## src/rtl/fifo_pkg.sv

```systemverilog
// Shared definitions for the element-packing FIFO family.
package fifo_pkg;

  // Push/pop mode encodings
  localparam logic PUSH_ELEM = 1'b0;
  localparam logic PUSH_WORD = 1'b1;
  localparam logic POP_ELEM  = 1'b0;
  localparam logic POP_WORD  = 1'b1;

  // Number of element lanes packed into one GLB word
  function automatic int lanes(input int word_w, input int elem_w);
    return word_w / elem_w;
  endfunction

endpackage

```

## src/rtl/pack_fifo_mem.sv

```systemverilog
// DEPTH x ELEM_W circular storage with a LANES-wide masked write port and a
// LANES-wide masked combinational read port; both wrap modulo DEPTH.
module pack_fifo_mem #(
  parameter int DEPTH  = 16,
  parameter int ELEM_W = 8,
  parameter int LANES  = 4,
  localparam int AW    = $clog2(DEPTH)
) (
  input  logic                    clk,
  input  logic                    wr_en_i,
  input  logic [AW-1:0]           wr_base_i,
  input  logic [LANES-1:0]        wr_mask_i,
  input  logic [LANES*ELEM_W-1:0] wr_data_i,
  input  logic [AW-1:0]           rd_base_i,
  input  logic [LANES-1:0]        rd_mask_i,
  output logic [LANES*ELEM_W-1:0] rd_data_o
);

  // Storage is deliberately not reset; pointers define what is valid.
  logic [ELEM_W-1:0] mem_q [DEPTH];

  // Write each enabled lane at base+lane; the AW-bit sum wraps naturally.
  always_ff @(posedge clk) begin
    if (wr_en_i) begin
      for (int k = 0; k < LANES; k++) begin
        if (wr_mask_i[k]) begin
          mem_q[wr_base_i + AW'(k)] <= wr_data_i[k*ELEM_W +: ELEM_W];
        end
      end
    end
  end

  // Show-ahead read: lane gi comes from base+gi, zeroed when masked off.
  generate
    for (genvar gi = 0; gi < LANES; gi++) begin : g_rd
      localparam logic [AW-1:0] LANE_OFF = AW'(gi);
      logic [AW-1:0] rd_addr;
      assign rd_addr = rd_base_i + LANE_OFF;
      assign rd_data_o[gi*ELEM_W +: ELEM_W] = rd_mask_i[gi] ? mem_q[rd_addr] : '0;
    end
  endgenerate

endmodule

```

## src/rtl/pack_fifo.sv

```systemverilog
// Element-packing FIFO: word or single-element push/pop, show-ahead head,
// occupancy-derived status flags and sticky overflow/underflow errors.
module pack_fifo
  import fifo_pkg::*;
#(
  parameter int WORD_W = 32,
  parameter int ELEM_W = 8,
  parameter int DEPTH  = 16
) (
  input  logic                     clk,
  input  logic                     rst_n,
  input  logic                     clear_i,
  input  logic                     push_en_i,
  input  logic                     push_mod_i,
  input  logic [WORD_W-1:0]        push_data_i,
  input  logic                     pop_en_i,
  input  logic                     pop_mod_i,
  output logic [WORD_W-1:0]        pop_data_o,
  output logic [$clog2(DEPTH):0]   count_o,
  output logic                     full_o,
  output logic                     empty_o,
  output logic                     word_space_o,
  output logic                     word_avail_o,
  output logic                     ovf_err_o,
  output logic                     udf_err_o
);

  localparam int LANES = lanes(WORD_W, ELEM_W);
  localparam int AW    = $clog2(DEPTH);
  localparam int CW    = AW + 1;

  logic [AW-1:0] wptr_q, wptr_d;
  logic [AW-1:0] rptr_q, rptr_d;
  logic [CW-1:0] count_q, count_d;
  logic          ovf_q, ovf_d;
  logic          udf_q, udf_d;

  logic [CW-1:0] need_w, need_r, free_w;
  logic          push_ok, pop_ok;
  logic [LANES-1:0] wr_mask, rd_mask;

  // Acceptance is judged on the pre-edge occupancy only, so a same-cycle
  // pop never frees room for a push and a push never feeds a pop.
  assign need_w  = (push_mod_i == PUSH_WORD) ? CW'(LANES) : CW'(1);
  assign need_r  = (pop_mod_i == POP_WORD) ? CW'(LANES) : CW'(1);
  assign free_w  = CW'(DEPTH) - count_q;
  assign push_ok = push_en_i && (free_w >= need_w);
  assign pop_ok  = pop_en_i && (count_q >= need_r);

  // Lane masks: write the lanes being pushed; read only stored lanes, and
  // only lane 0 when the consumer asked for a single element.
  generate
    for (genvar gi = 0; gi < LANES; gi++) begin : g_mask
      assign wr_mask[gi] = (CW'(gi) < need_w);
      assign rd_mask[gi] = (CW'(gi) < count_q) && ((pop_mod_i == POP_WORD) || (gi == 0));
    end
  endgenerate

  // Next-state for pointers, occupancy and sticky errors; clear wins.
  always_comb begin
    wptr_d  = wptr_q;
    rptr_d  = rptr_q;
    count_d = count_q;
    ovf_d   = ovf_q;
    udf_d   = udf_q;
    if (clear_i) begin
      wptr_d  = '0;
      rptr_d  = '0;
      count_d = '0;
      ovf_d   = 1'b0;
      udf_d   = 1'b0;
    end else begin
      if (push_ok) begin
        wptr_d = wptr_q + need_w[AW-1:0];
      end else if (push_en_i) begin
        ovf_d = 1'b1;
      end
      if (pop_ok) begin
        rptr_d = rptr_q + need_r[AW-1:0];
      end else if (pop_en_i) begin
        udf_d = 1'b1;
      end
      count_d = count_q + (push_ok ? need_w : '0) - (pop_ok ? need_r : '0);
    end
  end

  // Control state registers with asynchronous reset.
  always_ff @(posedge clk or negedge rst_n) begin
    if (!rst_n) begin
      wptr_q  <= '0;
      rptr_q  <= '0;
      count_q <= '0;
      ovf_q   <= 1'b0;
      udf_q   <= 1'b0;
    end else begin
      wptr_q  <= wptr_d;
      rptr_q  <= rptr_d;
      count_q <= count_d;
      ovf_q   <= ovf_d;
      udf_q   <= udf_d;
    end
  end

  pack_fifo_mem #(
    .DEPTH  (DEPTH),
    .ELEM_W (ELEM_W),
    .LANES  (LANES)
  ) u_mem (
    .clk       (clk),
    .wr_en_i   (push_ok && !clear_i),
    .wr_base_i (wptr_q),
    .wr_mask_i (wr_mask),
    .wr_data_i (push_data_i),
    .rd_base_i (rptr_q),
    .rd_mask_i (rd_mask),
    .rd_data_o (pop_data_o)
  );

  assign count_o      = count_q;
  assign full_o       = (count_q == CW'(DEPTH));
  assign empty_o      = (count_q == '0);
  assign word_space_o = (free_w >= CW'(LANES));
  assign word_avail_o = (count_q >= CW'(LANES));
  assign ovf_err_o    = ovf_q;
  assign udf_err_o    = udf_q;

endmodule
```

## config.mk

```make
export PLATFORM = sky130hd
export DESIGN_NAME = pack_fifo
export DESIGN_NICKNAME = d
export VERILOG_FILES = /design/src/rtl/fifo_pkg.sv /design/src/rtl/pack_fifo_mem.sv /design/src/rtl/pack_fifo.sv
export SDC_FILE = /design/constraint.sdc
export NUM_CORES = 1
export LEC_CHECK = 0
export CAP_MARGIN = 20
export CORE_MARGIN = 2
export CORE_UTILIZATION = 35
export CTS_BUF_LIST = sky130_fd_sc_hd__clkbuf_8
export CTS_CLUSTER_DIAMETER = 200
export CTS_CLUSTER_SIZE = 40
export DETAILED_ROUTE_END_ITERATION = 16
export HOLD_SLACK_MARGIN = 0.03
export PLACE_DENSITY = 0.47
export SYNTH_ARGS = -nofsm -noshare
export SYNTH_HDL_FRONTEND = slang
export SYNTH_SLANG_ARGS = --single-unit
export TNS_END_PERCENT = 10
```

## constraint.sdc

```tcl
create_clock -name clk -period 5.4 [get_ports clk]
set_input_delay 1.62 -clock clk [delete_from_list [all_inputs] [get_ports clk]]
set_output_delay 1.62 -clock clk [all_outputs]
set_load 0.01 [all_outputs]
```

==> results of run 1 <==
[power by group through the flow]
stage          Clock, mW  Sequential [mW]  Combinational (mW)
4_1_cts            0.928             1.51                4.38
3_3_place_gp           0             1.53                4.36
3_5_place_dp           0             1.54                4.36
2_1_floorplan          0             1.45                2.98
6_report           0.916             1.52                4.44
5_1_grt            0.960             1.53                4.66
[cell usage after synthesis, drive strengths merged, types with 6 or more instances]
cell type	number	share of area, %
a211oi	167	8.8
mux4	144	22
nand2	131	3.3
edfxtp	128	26
nor2	124	3.2
o31ai	111	5.6
clkbuf	88	2.2
buf	86	3.2
nor2b	46	1.9
inv	43	1.1
a21oi	42	1.5
mux2i	38	2.5
nand4	28	1.2
ha	27	2.3
o21ai	24	0.83
o32ai	24	1.4
nand3	23	0.83
nor3	18	0.68
dfrtp	15	2.5
a2111oi	13	1.4
a211o	11	0.64
and3	10	0.42
a21o	9	0.49
nor4	9	0.38
o211a	9	0.60
o22ai	9	0.38
xor2	9	0.70
a222oi	8	0.53
xnor2	7	0.46
a21boi	6	0.43
o2111ai	6	0.43
o211ai	6	0.30
[state kept, by name, summed over array words and instances, names as in the netlist]
name and cells:
u_mem.mem_q 128, count_o 5, ovf_err_o 1, udf_err_o 1, rptr_q 4, wptr_q 4
[through the flow]
stage | power (mW) | hold WS [ps]
final | 6.873 | 506.0
after global routing | 7.158 | 564.0
after CTS | 6.815 | 516.7
after detailed placement | 5.900 | 495.6
after global placement | 5.896 | 483.5
after floorplan | 4.429 | 526.4
[final cells by class]
type	count	area (um^2)
well taps	539	674.4
flip-flops and latches	143	4224
clock buffers	17	234.0
inverters	43	161.4
repair buffers	175	1595
fillers	4085	25240
clock inverters	15	150.1
multi-input cells	1104	9857
[worst max-delay path, stage by stage]
cell and delay [ps]:
clkdlybuf4s50_1 630, o21ai_0 240, o21bai_1 320, nor2b_1 170
clkdlybuf4s50_1 550
[cells by family (layout without fill, tap and decap cells)]
kind of cell	count (synthesis)	after routing	share of synthesized area, %
DFF	143	143	28.14
AOI/OAI and AO/OA	461	461	24.27
and+or+nand+nor	415	415	13.19
xor gates and xnor gates	16	16	1.160
buffers and inverters	217	250	6.458
muxes	183	183	24.27
adders and majority gates	29	29	2.520
[per-layer routing]
metal  track usage [%]  vias up  routed length, um
met5                 0        -                  0
met4             15.93        0               3926
met3             6.572      187               6973
met2             43.66      944              28780
met1             44.48     6951              28850
li1                  -     5944                  -
[path summary, 6_finish.rpt]
path,startpoint,end,slack (ps)
max,pop_mod_i,pop_data_o[21],240
min in group asynchronous,rst_n,count_o[2],1600
max reg2reg,count_o[1],u_mem.mem_q[1][7],1360
min reg2reg,udf_err_o,udf_err_o,510
max in group asynchronous,rst_n,rptr_q[0],3130
min,udf_err_o,udf_err_o,510
==> flow_metrics.tcl, run 1 <==
set metrics [dict create \
    maxCapViolations 0 \
    postRouteAntennaNets 0 \
    cts_sinks 143 \
    rr_worst_depth 10 \
    setup_violations 0 \
    final_cell_mix "a211oi_1, mux4_2, nand2_1" \
    critPathLaunchType "primary input" \
    drt_iter0_markers 2222 \
    crit_fanout 8 \
    antenna_found_initial 1 \
    place_inst 2003 \
    ioPinCount 82 \
    criticalPathCategory "primary input to output port" \
    hp-class "flop to flop" \
    min_period_ps 5157 \
    p_clk_share_pct 13.3 \
    ys.flop_type "edfxtp_1" \
    max_freq_mhz 193.9 \
    drt-total-wl_um 68530 \
    start_util_pct 35.59 \
    setup_slack_ps 243.4 \
    status "completed" \
    clk_pin_slew_worst_paths_ps 80 \
    crit_required_ps 3780 \
    fin_cells 2036 \
    p_int_mw 3.319 \
    finalHoldViolations 0 \
    layout_commonest_cell "a211oi_1" \
    crit_path_end_kind "output port" \
    clockRootBuffer "clkbuf_8" \
    clock_latency_ps 520 \
    p_leak_nw 5.254 \
    core_area_um2 42130 \
    fin_crit_sh_pct 95.49 \
    final_cell_area_um2 16900 \
    pwr-share-seq_pct 22.1 \
    ys_seq_area_share_pct 28.14 \
    irDropWorstVdd_uv 617.2 \
    synthArstFlopShare_pct 10.49 \
    cts_setup_buffers 0 \
    ys_types 79 \
    grt_overflow 0 \
    hpwl_um 50060 \
    vias_per_cell 6.889 \
    avgSynthCellArea_um2 10.24 \
    power_frac_comb_pct 64.6 \
    final_util_pct 40.10 \
    synth_edf_count 128 \
    dp_worst_setup_slack_ps 201.0 \
    min_path_cells 2 \
    cts.htree.levels 4 \
    skew_ps 23.98 \
    slew_viol_final 0 \
    grt_usage_pct 30.94 \
    drc 0 \
    cts-resized-gates 0 \
    cts_buffer_depth 2 \
    first_pass_iters 6 \
    die_w_um 211.0 \
    synth_warnings 0 \
    cts_buffers 17 \
    syn_area_um2 14990 \
    dr_total_vias 14030 \
    grt_max_degree 110 \
    rows 75 \
    port_buffers 81 \
    synth_cells 1464 \
    nNetsFinal 1552 \
    area_delta_synth_final_pct 12.68 \
    power.density_nw_per_um2 406.8 \
    power_switching_mw 3.554 \
    wl_per_cell_um 33.66 \
    placed_area_um2 16500 \
    grt_pass1_vias 12890 \
    dieArea_um2 44510 \
    synth_nets 1532 \
    grt_pass1_wl_um 97480 \
    rsz0062_at_grt "no" \
    tightest_slew_ps 1197 \
    tns_ps 0 \
    drive_gt1_share_pct 21.84 \
    p_sw_share_pct 51.71 \
    synth-seq-cells 143 \
    n_antenna_cell 0 \
    cp.arrival_ps 3540 \
    cts_tree "yes" \
    fp.dieH_um 211.0 \
    place.gp.congestion 0.9788 \
    postCtsHoldBufs 0 \
    relSlewSlack_pct 19.98 \
]
No activity file was read; power rests on OpenSTA's default activity.
==> inputs of run 2 (changes only) <==
Settings changed: GPL_ROUTABILITY_DRIVEN set to 0.
==> flow_metrics.tcl, run 2 (synthesis gave the netlist of run 1 again) <==
set metrics [dict create \
    power.density_nw_per_um2 407.2 \
    final_cell_area_um2 16940 \
    cts_buffers 17 \
    p_leak_nw 5.277 \
    ioPinCount 82 \
    placed_area_um2 16510 \
    die_w_um 211.0 \
    finalHoldViolations 0 \
    cp.arrival_ps 3570 \
    crit_path_end_kind "output port" \
    final_util_pct 40.20 \
    fp.dieH_um 211.0 \
    clk_pin_slew_worst_paths_ps 100 \
    multi_input_area_um2 9857 \
    cts_buffer_depth 2 \
    antenna_found_initial 2 \
    drt_iter0_markers 2213 \
    grt_usage_pct 30.48 \
    nNetsFinal 1556 \
    skew_ps 22.91 \
    drive_gt1_share_pct 22.05 \
    crit_required_ps 3780 \
    hpwl_um 50240 \
    irDropWorstVdd_uv 723.7 \
    grt_max_degree 110 \
    hp-class "flop to flop" \
    relSlewSlack_pct 25.52 \
    wl_per_cell_um 32.95 \
    grt_pass1_wl_um 96100 \
    clock_latency_ps 530 \
    port_buffers 81 \
    setup_violations 0 \
    vias_per_cell 6.830 \
    status "completed" \
    first_pass_iters 6 \
    rrSetupSlack_ps 950 \
    crit_path_start "pop_mod_i" \
    r2r_end "u_mem.mem_q[6][6]" \
    cts_setup_buffers 0 \
    grt_overflow 0 \
    core_area_um2 42130 \
    cts_tree "yes" \
    crit_fanout 8 \
    regArea_um2 4224 \
    rr_worst_depth 10 \
    drc 0 \
    slew_viol_final 0 \
    rows 75 \
    clockRootBuffer "clkbuf_8" \
    fin_crit_sh_pct 96.20 \
    start_util_pct 35.59 \
    fillerInstances 4048 \
    maxCapViolations 0 \
    postCtsHoldBufs 0 \
    area_delta_synth_final_pct 12.95 \
    layout_commonest_cell "a211oi_1" \
    postRouteAntennaNets 0 \
    tightest_slew_ps 1114 \
    largest_reg_flops 128 \
    cts_sinks 143 \
    criticalPathCategory "primary input to output port" \
    min_period_ps 5195 \
    drt-total-wl_um 67260 \
    rsz0062_at_grt "no" \
    whs_ps 518.0 \
    final_cell_mix "a211oi_1, mux4_2, nand2_1" \
    cts.htree.levels 4 \
    grt_pass1_vias 12850 \
    cts-resized-gates 0 \
    regMostFlops "u_mem.mem_q" \
    dr_total_vias 13940 \
    rr_startpoint "count_o[0]" \
    max_freq_mhz 192.5 \
    critPathLaunchType "primary input" \
    tns_ps 0 \
    dieArea_um2 44510 \
    crit_path_end "pop_data_o[14]" \
]
[run 2: layout make-up]
| class | count | share of cell area, % |
|---|---|---|
| tap | 539 | 3.982 |
| multi-input combinational | 1104 | 58.20 |
| antenna | 1 | 0.01478 |
| sequential | 143 | 24.94 |
| clock buffer | 17 | 1.382 |
| inverter | 43 | 0.9530 |
| timing repair buffer | 179 | 9.508 |
| clock inverter | 15 | 1.020 |
[run 2: through the flow]
step | worst slack (ps) | instances | power, mW
global placement | 240.2 | 2006 | 5.914
floorplan | 449.2 | 1464 | 4.429
global route | 71.20 | 2040 | 7.161
detailed placement | 165.1 | 2007 | 5.904
CTS | 164.1 | 2039 | 6.827
finish | 205.2 | 2041 | 6.897
[run 2: worst max-delay path: stages]
cell	delay (ps)
clkdlybuf4s50_1	630
o21ai_0	220
buf_4	210
a211oi_1	220
buf_4	150
clkdlybuf4s50_1	520
[run 2: worst min path at each step]
| stage | startpoint | end | slack, ps | depth (start not counted) |
|---|---|---|---|---|
| floorplan | udf_err_o | udf_err_o | 530 | 2 |
| global placement | udf_err_o | udf_err_o | 480 | 2 |
| detailed placement | ovf_err_o | ovf_err_o | 500 | 2 |
| CTS | ovf_err_o | ovf_err_o | 530 | 2 |
| global route | udf_err_o | udf_err_o | 560 | 2 |
| finish | udf_err_o | udf_err_o | 520 | 2 |
[run 2: per-layer routing]
layer	wire length, um	GRT usage [%]	share of wire [%]
met4	4277	17.14	6.4
met5	0	0	0
met1	27850	42.80	41
met2	28390	43.73	42
met3	6747	6.244	10
[run 2: power by group]
| part | total [mW] | internal (mW) | switching [mW] |
|---|---|---|---|
| Sequential | 1.52 | 1.35 | 0.180 |
| Clock | 0.925 | 0.425 | 0.500 |
| Combinational | 4.45 | 1.60 | 2.84 |
| Total | 6.90 | 3.37 | 3.52 |
